`config.mk`:
```
export PLATFORM = sky130hd
export DESIGN_NAME = spi_slave_sync
export DESIGN_NICKNAME = d
export VERILOG_FILES = /design/src/rtl/spi_slave_sync.sv
export SDC_FILE = /design/constraint.sdc
export NUM_CORES = 1
export LEC_CHECK = 0
export ABC_AREA = 1
export CAP_MARGIN = 30
export CORE_UTILIZATION = 54
export DETAILED_ROUTE_END_ITERATION = 10
export PLACE_DENSITY = 0.78
export SYNTH_ARGS = -nofsm -noshare
export SYNTH_HDL_FRONTEND = slang
export SYNTH_SLANG_ARGS = --single-unit
```
`constraint.sdc`:
```
create_clock -name clk -period 1.54 [get_ports clk]
set_input_delay 0.462 -clock clk [delete_from_list [all_inputs] [get_ports clk]]
set_output_delay 0.462 -clock clk [all_outputs]
set_load 0.03 [all_outputs]
```
`src/rtl/spi_slave_sync.sv`:
```
// SPI slave, oversampled on clk, any CPOL/CPHA, DATA_W-bit words, multi-word frames.
// Define SPI_SLAVE_LSB_FIRST_EN to shift LSB first (default MSB first).
module spi_slave_sync #(
    parameter int DATA_W      = 8,
    parameter int CPOL        = 0,
    parameter int CPHA        = 0,
    parameter int SYNC_STAGES = 2
) (
    input  logic              clk,
    input  logic              rst,
    input  logic              sclk,
    input  logic              cs_n,
    input  logic              mosi,
    output logic              miso,
    output logic              miso_oe,
    input  logic [DATA_W-1:0] tx_data,
    input  logic              tx_valid,
    output logic              tx_ready,
    output logic              tx_underrun,
    output logic [DATA_W-1:0] rx_data,
    output logic              rx_valid,
    input  logic              rx_ready,
    output logic              rx_overrun
);

    localparam int   CW        = (DATA_W > 2) ? $clog2(DATA_W) : 1;
    localparam logic IDLE_SCLK = (CPOL != 0);

    typedef enum logic {IDLE, ACTIVE} state_t;

`ifdef SPI_SLAVE_LSB_FIRST_EN
    function automatic logic tx_bit(input logic [DATA_W-1:0] w);
        return w[0];
    endfunction
    function automatic logic [DATA_W-1:0] tx_adv(input logic [DATA_W-1:0] w);
        return {1'b0, w[DATA_W-1:1]};
    endfunction
    function automatic logic [DATA_W-1:0] rx_ins(input logic [DATA_W-1:0] w, input logic b);
        return {b, w[DATA_W-1:1]};
    endfunction
`else
    function automatic logic tx_bit(input logic [DATA_W-1:0] w);
        return w[DATA_W-1];
    endfunction
    function automatic logic [DATA_W-1:0] tx_adv(input logic [DATA_W-1:0] w);
        return {w[DATA_W-2:0], 1'b0};
    endfunction
    function automatic logic [DATA_W-1:0] rx_ins(input logic [DATA_W-1:0] w, input logic b);
        return {w[DATA_W-2:0], b};
    endfunction
`endif

    logic [SYNC_STAGES-1:0] sclk_sync, cs_sync, mosi_sync;
    logic sclk_s, cs_s, mosi_s, sclk_d, cs_d;

    // cs chain resets low so a select already held low at reset release never looks like a fall
    always_ff @(posedge clk) begin
        if (rst) begin
            sclk_sync <= {SYNC_STAGES{IDLE_SCLK}};
            cs_sync   <= '0;
            mosi_sync <= '0;
            sclk_d    <= IDLE_SCLK;
            cs_d      <= 1'b0;
        end else begin
            sclk_sync <= {sclk_sync[SYNC_STAGES-2:0], sclk};
            cs_sync   <= {cs_sync[SYNC_STAGES-2:0], cs_n};
            mosi_sync <= {mosi_sync[SYNC_STAGES-2:0], mosi};
            sclk_d    <= sclk_s;
            cs_d      <= cs_s;
        end
    end

    assign sclk_s = sclk_sync[SYNC_STAGES-1];
    assign cs_s   = cs_sync[SYNC_STAGES-1];
    assign mosi_s = mosi_sync[SYNC_STAGES-1];

    logic rise, fall, lead, trail, sample_edge, shift_edge, cs_fall, cs_rise;
    assign rise        = sclk_s & ~sclk_d;
    assign fall        = ~sclk_s & sclk_d;
    assign lead        = (CPOL == 0) ? rise : fall;
    assign trail       = (CPOL == 0) ? fall : rise;
    assign sample_edge = (CPHA == 0) ? lead : trail;
    assign shift_edge  = (CPHA == 0) ? trail : lead;
    assign cs_fall     = cs_d & ~cs_s;
    assign cs_rise     = ~cs_d & cs_s;

    state_t state_q, state_d;
    logic   enter, leave, do_sample, do_shift;

    always_ff @(posedge clk) begin
        if (rst) state_q <= IDLE;
        else     state_q <= state_d;
    end

    // cs rising masks any sclk edge seen in the same cycle
    always_comb begin
        state_d   = state_q;
        enter     = 1'b0;
        leave     = 1'b0;
        do_sample = 1'b0;
        do_shift  = 1'b0;
        case (state_q)
            IDLE: if (cs_fall) begin
                state_d = ACTIVE;
                enter   = 1'b1;
            end
            ACTIVE: if (cs_rise) begin
                state_d = IDLE;
                leave   = 1'b1;
            end else begin
                do_sample = sample_edge;
                do_shift  = shift_edge;
            end
            default: state_d = IDLE;
        endcase
    end

    logic [CW-1:0]     bit_cnt;
    logic [DATA_W-1:0] tx_sh, tx_hold, rx_sh, load_word;
    logic              tx_full, pend, rx_done, last_bit, load_now;

    assign last_bit  = (bit_cnt == CW'(DATA_W-1));
    assign load_word = tx_full ? tx_hold : '0;
    // CPHA=0 preloads at word completion; CPHA=1 defers to the next word's first shift edge
    assign load_now  = enter | ((CPHA == 0) ? (do_sample & last_bit) : (do_shift & pend));
    assign tx_ready  = ~tx_full;

    always_ff @(posedge clk) begin
        if (rst) begin
            bit_cnt     <= '0;
            tx_sh       <= '0;
            tx_hold     <= '0;
            tx_full     <= 1'b0;
            rx_sh       <= '0;
            pend        <= 1'b0;
            rx_done     <= 1'b0;
            miso        <= 1'b0;
            miso_oe     <= 1'b0;
            tx_underrun <= 1'b0;
            rx_data     <= '0;
            rx_valid    <= 1'b0;
            rx_overrun  <= 1'b0;
        end else begin
            rx_done     <= 1'b0;
            rx_overrun  <= 1'b0;
            tx_underrun <= load_now & ~tx_full;

            if (tx_valid && !tx_full) begin
                tx_hold <= tx_data;
                tx_full <= 1'b1;
            end else if (load_now) begin
                tx_full <= 1'b0;
            end

            if (enter) begin
                bit_cnt <= '0;
                miso_oe <= 1'b1;
                pend    <= 1'b0;
                if (CPHA == 0) begin
                    miso  <= tx_bit(load_word);
                    tx_sh <= tx_adv(load_word);
                end else begin
                    miso  <= 1'b0;
                    tx_sh <= load_word;
                end
            end else if (leave) begin
                bit_cnt <= '0;
                miso_oe <= 1'b0;
                miso    <= 1'b0;
                pend    <= 1'b0;
            end else begin
                if (do_sample) begin
                    rx_sh <= rx_ins(rx_sh, mosi_s);
                    if (last_bit) begin
                        bit_cnt <= '0;
                        rx_done <= 1'b1;
                        if (CPHA == 0) tx_sh <= load_word;
                        else           pend  <= 1'b1;
                    end else begin
                        bit_cnt <= bit_cnt + 1'b1;
                    end
                end
                if (do_shift) begin
                    if (CPHA != 0 && pend) begin
                        miso  <= tx_bit(load_word);
                        tx_sh <= tx_adv(load_word);
                        pend  <= 1'b0;
                    end else begin
                        miso  <= tx_bit(tx_sh);
                        tx_sh <= tx_adv(tx_sh);
                    end
                end
            end

            if (rx_done) begin
                rx_data    <= rx_sh;
                rx_valid   <= 1'b1;
                rx_overrun <= rx_valid & ~rx_ready;
            end else if (rx_valid && rx_ready) begin
                rx_valid <= 1'b0;
            end
        end
    end

endmodule

```
==> qor.txt <==
grt ovf - 0
R2R setup slack - 140 ps
largest net degree at the start of global routing - 20
Tightest Pin Transition - 314.9 ps
Final min period - 1497 ps
initial DRC count - 163
reg2reg end - tx_sh[2]
Worst setup SP type - flip-flop
CP top delay family - buffers and inverters
fraction of registers with async set/reset - 0%
Max Transition Viols Final - 0
crit-path cells - dlygate4sd2_1
Worst VDD drop - 0.6824 mV
WL/cell - 11.70 um
Pleak - 1.221 nW
DR vias - 1857
initial core utilization - 58.40%
EDFF count, synth - 0
Mapped Area - 2218 sq um
H-tree levels - 2
arrival time at the worst endpoint - 1040 ps
first-pass GRT wire length - 7410 um
Clock Pin Slew Worst Setup and Hold Paths - 90 ps
Bufs and invs on worst path - 1
Mapped Cells - 292
post-DP HPWL - 3072 um
Setup crit end kind - output pin
Final GP Congestion - 0.8474
CP max stage cell - dlygate4sd2_1
Syn Nets - 310
hold_buf cts - 0
Remaining DRCs - 0
sequential fraction of the synthesis area - 46.02%
nets@finish - 341
CTS sink count - 51
die span in x - 66.10 um
Clock Path Buffers - 2
placed insts - 364
crit path kind - reg2out
met1 usage - 28.30%
min-delay worst type - reg2reg
headroom to the max-slew limit - 78.96%
GR Layer Usage met3 - 6.207%
Routed Antenna Nets - 0
post-synthesis average cell area - 7.597 sq um
TritonCTS clock tree - yes
IO Port Bufs - 28
Die Ht - 66.10 um
Vias/cell - 4.992
gr busiest metal - met2
endpoints failing setup - 0
Crit path required time - 1080 ps
Pre-Repair DR Iteration Count - 4
beginning of the worst hold path - mosi_sync[0]
vias in the first global route - 1601
Max Cap Viol - 0
clock buffer count from CTS - 5
Clock Latency Late Sink - 300 ps
Hold Crit Endpoint - mosi_sync[1]
Die ar. - 4369 sq um
Reg-to-Reg Start - bit_cnt[0]
Most used DFF post-synth - dfxtp_1
Final Routed Wirelength - 4354 um
share of cells above drive strength 1 - 11.42%
worst hold stages - 2
yosys warns - 0
area delta synth->final - 19.18%
biggest cell delay along the critical path - 400 ps
n_diodes - 0
global routing met2 resource utilization - 37.12%
row count - 22
Fin Clk Skew - 6.318 ps
footprint of the multi-input gates - 980.9 sq um
CTS root buf - clkbuf_8
initial antenna violation count - 0
Synth cell types - 27
highest fanout seen on the critical path - 2
Max Fclk - 668.0 MHz
Layout Cells excl Fill - 372
Final Cycle Share - 97.21%
total I/O pin count - 29
status - finished, final reports clean
postcts setup bufs - 0
unrepaired setup endpoints after global routing - false
storage element area - 1021 sq um
core footprint - 3799 sq um
power per cell area - 979.3 nW/um^2
gr usage total - 22.40%
R2R depth - 7
TNS Setup - 0 ps
flops & latches, synth - 51
Hold Fails Final Rpt - 0
Fillers - 324
## routing by layer
| layer | up-vias | share of wire, % |
|---|---|---|
| met5 | - | 0 |
| met4 | 0 | 1.2 |
| met3 | 6 | 5.4 |
| met2 | 43 | 47 |
| met1 | 816 | 46 |
| li1 | 992 | - |
## cell families (layout without fill, tap and decap cells)
kind of cell / after synthesis / in the layout / share of synthesized area [%]
AO/OA/AOI/OAI: 35 / 35 / 8.234
adder cells (fa/ha/maj): 3 / 3 / 1.692
buffers and inverters: 42 / 74 / 9.758
flip-flops: 51 / 51 / 46.02
AND/OR/NAND/NOR: 161 / 161 / 34.29
## final cells by class
class | instances | area share [%]
well taps | 48 | 2.272
repair buffers | 37 | 13.20
flip-flops and latches | 51 | 38.62
inverters | 29 | 4.212
clock inverters | 2 | 1.467
multi-input cells | 199 | 37.10
clock buffers | 6 | 3.124
## worst max-delay path by stage
stage / cells after the start / slack (ps) / endpoint / from
CTS: 2 / 1 / tx_ready / tx_full
global route: 1 / 6 / rx_data[6] / rx_data[6]
detailed placement: 5 / -90 / tx_hold[4] / tx_valid
global placement: 5 / -40 / tx_hold[6] / tx_valid
finish: 1 / 40 / rx_data[6] / rx_data[6]
floorplan: 6 / 300 / tx_hold[0] / tx_full
## synth_stat cells (2+ instances only)
cell type,number,share of area (%)
clkbuf_1,4,0.68
buf_6,3,1.5
o21ai_0,26,5.9
a21oi_1,7,1.6
inv_1,21,3.6
nand3_1,16,3.6
nand2_1,41,6.9
dfxtp_1,51,46
nand3_4,2,1.6
nor2_4,2,1.0
ha_1,3,1.7
nand2_4,3,1.5
buf_2,2,0.45
nand4_1,14,3.9
inv_2,7,1.2
clkbuf_8,3,1.9
nor2_1,77,13
## registers in the layout, indices dropped and copies added (netlist names)
| name | cells |
|---|---|
| miso | 1 |
| state_q | 1 |
| cs_d | 1 |
| cs_sync | 2 |
| sclk_d | 1 |
| sclk_sync | 2 |
| rx_sh | 8 |
| miso_oe | 1 |
| bit_cnt | 3 |
| rx_valid | 1 |
| tx_full | 1 |
| tx_hold | 8 |
| mosi_sync | 2 |
| rx_done | 1 |
| rx_overrun | 1 |
| tx_underrun | 1 |
| rx_data | 8 |
| tx_sh | 8 |
## power by group
group	internal (mW)	switching, mW	leakage (nW)
logic	0.0973	0.125	0.744
clock network	0.535	0.448	0.0618
registers	1.36	0.0265	0.415
total	1.99	0.599	1.22
## through the flow
step	util (%)	setup slack [ps]	instance area, sq um	hold slack, ps	power [mW]
floorplan	-	295.3	2218	388.3	1.559
global placement	66.63	-42.40	2531	392.5	1.633
detailed placement	66.63	-93.86	2531	396.2	1.640
CTS	69.37	1.182	2635	407.3	2.603
global route	69.60	6.416	2644	439.8	2.684
finish	69.60	42.91	2644	402.8	2.589
## cell usage in the layout (no fill, tap or decap), types with 2 or more instances in the layout
| master | instances |
|---|---|
| nand3_4 | 2 |
| nor2_1 | 77 |
| buf_4 | 8 |
| nor2_4 | 2 |
| clkdlybuf4s50_1 | 14 |
| ha_1 | 3 |
| dlygate4sd2_1 | 5 |
| inv_1 | 21 |
| a21oi_1 | 7 |
| inv_2 | 6 |
| nand2_1 | 41 |
| dfxtp_1 | 51 |
| clkbuf_8 | 6 |
| nand3_1 | 16 |
| clkdlybuf4s15_1 | 8 |
| nand4_1 | 14 |
| nand2_4 | 3 |
| o21ai_0 | 26 |
## timing repair
action,CTS,global route
gates resized for setup,14,11
hold endpoints to repair,0,0
setup endpoints to repair,14,13
Power figures use the tool's default switching activity.
